## src/rtl/grid_square_plot_ctrl.sv

```systemverilog
// grid_square_plot_ctrl
// Starts the 20x20 grid-square drawer for one requested cell, opens an
// exact SQ_PIXELS-cycle plot window onto the VGA adapter, then reports
// completion (ack) and whether the drawer finished cleanly (err).
module grid_square_plot_ctrl #(
  parameter int GRID_COLS = 8,
  parameter int GRID_ROWS = 6,
  parameter int SQ_PIXELS = 400
) (
  input  logic       clk,
  input  logic       resetn,
  input  logic       req,
  input  logic       cancel,
  input  logic [3:0] GRID_X,
  input  logic [3:0] GRID_Y,
  output logic [3:0] COUNTER_X,
  output logic [3:0] COUNTER_Y,
  output logic       drawer_resetn,
  input  logic [7:0] draw_x,
  input  logic [6:0] draw_y,
  input  logic [8:0] draw_colour,
  input  logic       square_done,
  output logic [7:0] vga_x,
  output logic [6:0] vga_y,
  output logic [8:0] vga_colour,
  output logic       plot,
  output logic       busy,
  output logic       ack,
  output logic       err
);

  typedef enum logic [1:0] {
    IDLE  = 2'd0,
    PRIME = 2'd1,
    PLOT  = 2'd2,
    ACK   = 2'd3
  } state_t;

  localparam logic [3:0] COLS_LIM = 4'(GRID_COLS);
  localparam logic [3:0] ROWS_LIM = 4'(GRID_ROWS);
  localparam logic [8:0] PIX_LAST = 9'(SQ_PIXELS - 1);

  state_t     state;
  logic [8:0] pix_cnt;
  logic       in_range;

  assign in_range = (GRID_X < COLS_LIM) && (GRID_Y < ROWS_LIM);

  // The drawer's pixel stream goes straight through; plot gates the write.
  assign vga_x      = draw_x;
  assign vga_y      = draw_y;
  assign vga_colour = draw_colour;
  assign plot       = (state == PLOT);

  // Sequencer: all outputs other than plot are registered alongside state so
  // they change exactly when the state they belong to is entered.
  always_ff @(posedge clk or negedge resetn) begin
    if (!resetn) begin
      state         <= IDLE;
      COUNTER_X     <= 4'd0;
      COUNTER_Y     <= 4'd0;
      pix_cnt       <= 9'd0;
      drawer_resetn <= 1'b0;
      busy          <= 1'b0;
      ack           <= 1'b0;
      err           <= 1'b0;
    end else begin
      case (state)
        IDLE: begin
          ack <= 1'b0;
          err <= 1'b0;
          if (req) begin
            busy <= 1'b1;
            if (in_range) begin
              COUNTER_X     <= GRID_X;
              COUNTER_Y     <= GRID_Y;
              drawer_resetn <= 1'b1;
              state         <= PRIME;
            end else begin
              // Bad coordinates: answer at once, drawer never released.
              ack   <= 1'b1;
              err   <= 1'b1;
              state <= ACK;
            end
          end
        end
        PRIME: begin
          // One cycle to let the drawer's ROM output line up with pixel 0.
          pix_cnt <= 9'd0;
          if (cancel) begin
            drawer_resetn <= 1'b0;
            ack           <= 1'b1;
            err           <= 1'b1;
            state         <= ACK;
          end else begin
            state <= PLOT;
          end
        end
        PLOT: begin
          if (cancel) begin
            // Abort wins over the terminal-count check.
            pix_cnt       <= 9'd0;
            drawer_resetn <= 1'b0;
            ack           <= 1'b1;
            err           <= 1'b1;
            state         <= ACK;
          end else if (pix_cnt == PIX_LAST) begin
            pix_cnt       <= 9'd0;
            drawer_resetn <= 1'b0;
            ack           <= 1'b1;
            err           <= ~square_done;
            state         <= ACK;
          end else begin
            pix_cnt <= pix_cnt + 9'd1;
          end
        end
        ACK: begin
          ack   <= 1'b0;
          err   <= 1'b0;
          busy  <= 1'b0;
          state <= IDLE;
        end
        default: begin
          state         <= IDLE;
          drawer_resetn <= 1'b0;
          busy          <= 1'b0;
          ack           <= 1'b0;
          err           <= 1'b0;
        end
      endcase
    end
  end

endmodule

```

## config.mk

```make
export PLATFORM = sky130hd
export DESIGN_NAME = grid_square_plot_ctrl
export DESIGN_NICKNAME = d
export VERILOG_FILES = /design/src/rtl/grid_square_plot_ctrl.sv
export SDC_FILE = /design/constraint.sdc
export NUM_CORES = 1
export LEC_CHECK = 0
export BUFFER_PORTS_ARGS = -buffer_cell sky130_fd_sc_hd__buf_4
export CAP_MARGIN = 20
export CORE_UTILIZATION = 50
export CTS_BUF_LIST = sky130_fd_sc_hd__clkbuf_4
export DETAILED_ROUTE_END_ITERATION = 8
export PLACE_DENSITY = 0.85
export SETUP_SLACK_MARGIN = 0.4
export SYNTH_ARGS = -nofsm -noshare
export SYNTH_HDL_FRONTEND = slang
export SYNTH_SLANG_ARGS = --single-unit
```

## constraint.sdc

```tcl
create_clock -name clk -period 3.6 [get_ports clk]
set_clock_uncertainty 0.2 [all_clocks]
set_input_delay 0.36 -clock clk [delete_from_list [all_inputs] [get_ports clk]]
set_output_delay 0.36 -clock clk [all_outputs]
set_load 0.02 [all_outputs]
```

; Word-level counts from Yosys, hierarchy flattened
; Index checks and enable logic that the tools add are counted.
[word_totals]
ff_bits = 23
latchBits = 0
ramBits = 0
romBits = 0
inputBits = 37
elab_cells = 56
memories = 0
[op_classes]
addsub = 1
mul = 0
div_mod_pow = 0
magnitude_cmp = 2
n_eq_ne = 8
shift = 0
n_mux = 26
bitwise = 1
n_reduce_logical = 10
[ops]
columns = cell, count
row1 = $mux 9, 2
row2 = $pmux 9 s2, 1
row3 = $mux 1, 14
row4 = $add 9x1->9 const B, 1
row5 = $eq 9x9->1 const B, 1
row6 = $mux 2, 4
row7 = $pmux 1 s4, 2
row8 = $pmux 2 s4, 1
row9 = $ne 2x2->1 const B, 3
row10 = $reduce_and 2->1, 3
row11 = $reduce_and 5->1, 1
row12 = $eq 2x2->1 const B, 2
row13 = $lt 4x3->1 const B, 1
row14 = $lt 4x4->1 const B, 1
row15 = $reduce_bool 2->1, 2
row16 = $ne 3x2->1 const B, 1
row17 = $pmux 1 s3, 1
row18 = $reduce_and 3->1, 1
row19 = $reduce_bool 3->1, 1
row20 = $eq 2x1->1 const B, 1
row21 = $logic_not 2->1, 1
row22 = $pmux 1 s2, 1
row23 = $logic_and 1x1->1, 1
row24 = $not 1->1, 1

; Depth between registers and ports, before layout
[depth]
word_depth = 5
ltp_mapped = 7

; Worst setup path after synthesis
; No wires, ideal clock.
[synth_path]
kind = register -> register
start = register state[0]
end = register err
arrival_time_ns = 1.568
t_required_ns = 3.275
slack_ns = 1.707
stages_incl_launch_ff = 7
period_less_slack_ns = 1.893
cell_sequence = dfrtp_1 > inv_1 > ha_1 > nand2b_1 > a31oi_4 > nor2_2 > mux2_4
[synth_via]
elab_chain_cells = 3
elab_cells_between_ends = 8
[synth_rtl]
columns = element, line
row1 = "start, declared", 43  ; state_t state;
row2 = "start signal, assigned", 59  ; state <= IDLE;
row3 = "start signal, assigned", 78  ; state <= PRIME;
row4 = "start signal, assigned", 83  ; state <= ACK;
row5 = $eq 2x2->1 *, n/a
row6 = net plot, 26  ; output logic plot,
row7 = $ne 3x2->1 (no line), n/a
row8 = $reduce_and 2->1 (no line), n/a
row9 = "end signal, assigned", 111  ; err <= ~square_done;
row10 = "end, declared", 29  ; output logic err
; Mark *: on every way through the listed nets, which the timed path passes. The rest lies on a longest branch.
; A chain may end at the register's enable or synchronous reset.

; Worst setup path in the final report
[layout_path]
start = register state[0]
end = register COUNTER_Y[2]
[layout_via]
elab_chain_cells = 2
[layout_rtl]
columns = element, line
row1 = $logic_not 2->1, 68  ; case (state)
row2 = $reduce_and 3->1 (no line), n/a
row3 = "end signal, assigned", 61  ; COUNTER_Y <= 4'd0;
row4 = "end signal, assigned", 76  ; COUNTER_Y <= GRID_Y;
row5 = "end, declared", 17  ; output logic [3:0] COUNTER_Y,
; No other way between the ends.

==> impl_metrics.json <==
{
  "grt_pass1_wl_mm": 4.21,
  "synth_top_flop_cell": "dfrtp_1",
  "fmaxAchievable_ghz": 0.487,
  "clock-root-buffer": "clkbuf_4",
  "wire_per_inst_microns": 14.1,
  "drc": 0,
  "grt_pass1_vias": 1013,
  "final_cell_mix": "25 x buf_4, 23 x dfrtp_1, 7 x nand2_1",
  "seq_area_frac_synth_pct": 40.5,
  "multi_input_area_sq_um": 613,
  "path_buf_inv": 1,
  "dp_hpwl_mm": 1.77,
  "status": "complete, no violations",
  "track_usage_pct": 16.8,
  "post_cts_resized": 0,
  "p_per_area_mw_per_mm2": 704,
  "whs_ns": 0.0543,
  "synth_seq_cells": 23,
  "clock_path_buffers": 2,
  "synth_area_per_cell_sq_um": 10.5,
  "clock_latency_ns": 0.31,
  "cp.required_ns": 3.61,
  "final_common_cell": "buf_4",
  "numCtsBuffers": 3,
  "endpoint_kind": "flip-flop",
  "dr.pass1.iters": 4,
  "start_util_pct": 54.9,
  "wl_mm": 2.37,
  "clkSlewWorstSetupHoldPaths_ns": 0.13,
  "hp-class": "input pin to flip-flop",
  "dp_cells": 163,
  "stdcell_count": 168,
  "die_w_microns": 55.3,
  "place_area_sq_mm": 0.00144,
  "utilization_pct": 57.1,
  "criticalPathCategory": "flip-flop to flip-flop",
  "gr-total-overflow": 0,
  "critPathMaxFanout": 10,
  "period_needed_ns": 2.05,
  "hold_violations": 0,
  "ir_drop_mv": 0.548,
  "cp.arrival_ns": 2.06,
  "cp_slowest_cell": "dfrtp_1",
  "grt_max_degree": 24,
  "tritoncts": "built",
  "die_y_microns": 55.3,
  "cts_setup_buffers": 0,
  "clock-sinks": 23,
  "worstMarginPinSlew_ns": 0.421,
  "crit_family": "flip-flops",
  "drive_above_1_share_pct": 31.2,
  "fin_tns_setup_ns": 0,
  "synth.distinct_cells": 41,
  "max_stage_delay_ns": 0.48,
  "synth-edff-count": 0,
  "crit_path_start_kind": "flip-flop",
  "fillers": 217,
  "path_cells": "inv_1, ha_1, and3_1, mux2_1",
  "die-area_sq_mm": 0.00306,
  "final_area_sq_mm": 0.00148,
  "syn-cell-area_sq_mm": 0.00142,
  "synthCells": 136,
  "synth_warnings": 0,
  "yosys.area.top_type": "dfrtp_1",
  "row_count": 18,
  "ant_nets": 0,
  "syn_nets": 178,
  "final-max-slew-violation-count": 0,
  "htreeDepth": 1,
  "relSlewSlack_pct": 72.0,
  "place_congestion": 0.800,
  "port_buffers": 25,
  "via_per_inst": 5.60,
  "diodes": 0,
  "p_leak_nw": 0.692,
  "rsz0062_at_grt": "no",
  "yosysTopAreaCellShare_pct": 40.5,
  "drtIter0Drc": 8,
  "antenna_found_initial": 0,
  "async_flop_share_pct": 100,
  "layout.area.seq_sq_um": 576,
  "drv_cap": 0,
  "vias": 941,
  "nNetsFinal": 181,
  "min_period_over_period_pct": 57.0,
  "io_pins": 74,
  "finalSetupViolCount": 0,
  "syn2layout_area_growth_pct": 3.96,
  "synth_area_leaders": "dfrtp_1 40%, buf_4 13%, mux2_1 4.8%",
  "core_area_sq_mm": 0.00259
}
-- cell families after synthesis --
kind of cell | synth area share, %
adders and majority gates | 4.40
AOI/OAI and AO/OA | 12.9
xor gates and xnor gates | 2.47
muxes | 7.22
DFF | 40.5
buffers and inverters | 16.4
and+or+nand+nor | 16.2
-- per-stage QoR --
stage | total power [mW] | setup slack (ns)
after floorplan | 0.795 | 1.71
after global placement | 0.903 | 1.62
after detailed placement | 0.924 | 1.56
after CTS | 1.05 | 1.52
after global routing | 1.12 | 1.30
final | 1.04 | 1.55
-- Yosys cell counts (2+ instances only) --
cell type,instances
xnor2_1,2
o21ai_0,3
a31oi_4,2
nor2_2,5
xor2_1,2
inv_1,6
ha_1,5
clkbuf_1,2
nand2b_1,4
mux2i_1,2
a21oi_1,5
a31oi_1,2
mux2_1,6
and3_1,2
nor2b_1,4
dfrtp_1,23
o21ai_1,3
buf_4,25
nand3_1,3
nand2_1,7
nor2_1,3
-- worst paths after layout --
path	cells after the start	to	slack (ns)	startpoint
worst max register to register	4	COUNTER_Y[2]	1.55	state[0]
min in group asynchronous	2	pix_cnt[3]	0.26	resetn
worst min register to register	1	COUNTER_Y[0]	0.31	COUNTER_Y[0]
worst max-delay path	4	COUNTER_Y[2]	1.55	state[0]
max in group asynchronous	2	COUNTER_X[3]	2.71	resetn
worst min-delay path	2	COUNTER_Y[0]	0.05	GRID_Y[0]
-- flip-flops by register name, summed over array words and instances (netlist names) --
| signal | cells |
|---|---|
| drawer_resetn | 1 |
| pix_cnt | 9 |
| COUNTER_X | 4 |
| state | 2 |
| err | 1 |
| busy | 1 |
| COUNTER_Y | 4 |
| ack | 1 |
-- timing repair --
item | CTS | global route
endpoints found under the hold margin | 23 | 0
setup endpoints to repair | 0 | 0
hold buffers | 1 | 0
-- layout make-up --
type                            instances  share of cell area [%]
Tap cell                               30                    2.54
Timing Repair Buffer                   26                    13.4
Clock buffer                            3                    1.52
Multi-Input combinational cell         78                    41.5
Inverter                                7                    1.78
Clock inverter                          1                   0.339
Sequential cell                        23                    38.9
-- power by group --
group	internal, mW	switching [mW]	total, mW
logic	0.242	0.297	0.539
clock network	0.0414	0.0797	0.121
registers	0.328	0.0516	0.380
total	0.612	0.428	1.04
-- layer usage --
| metal | track usage, % | share of wire, % | up-vias |
|---|---|---|---|
| li1 | - | - | 448 |
| met1 | 21.0 | 46 | 437 |
| met2 | 27.0 | 44 | 34 |
| met3 | 2.81 | 6.4 | 22 |
| met4 | 10.0 | 3.1 | 0 |
| met5 | 0 | 0 | - |
Power figures use the tool's default switching activity.
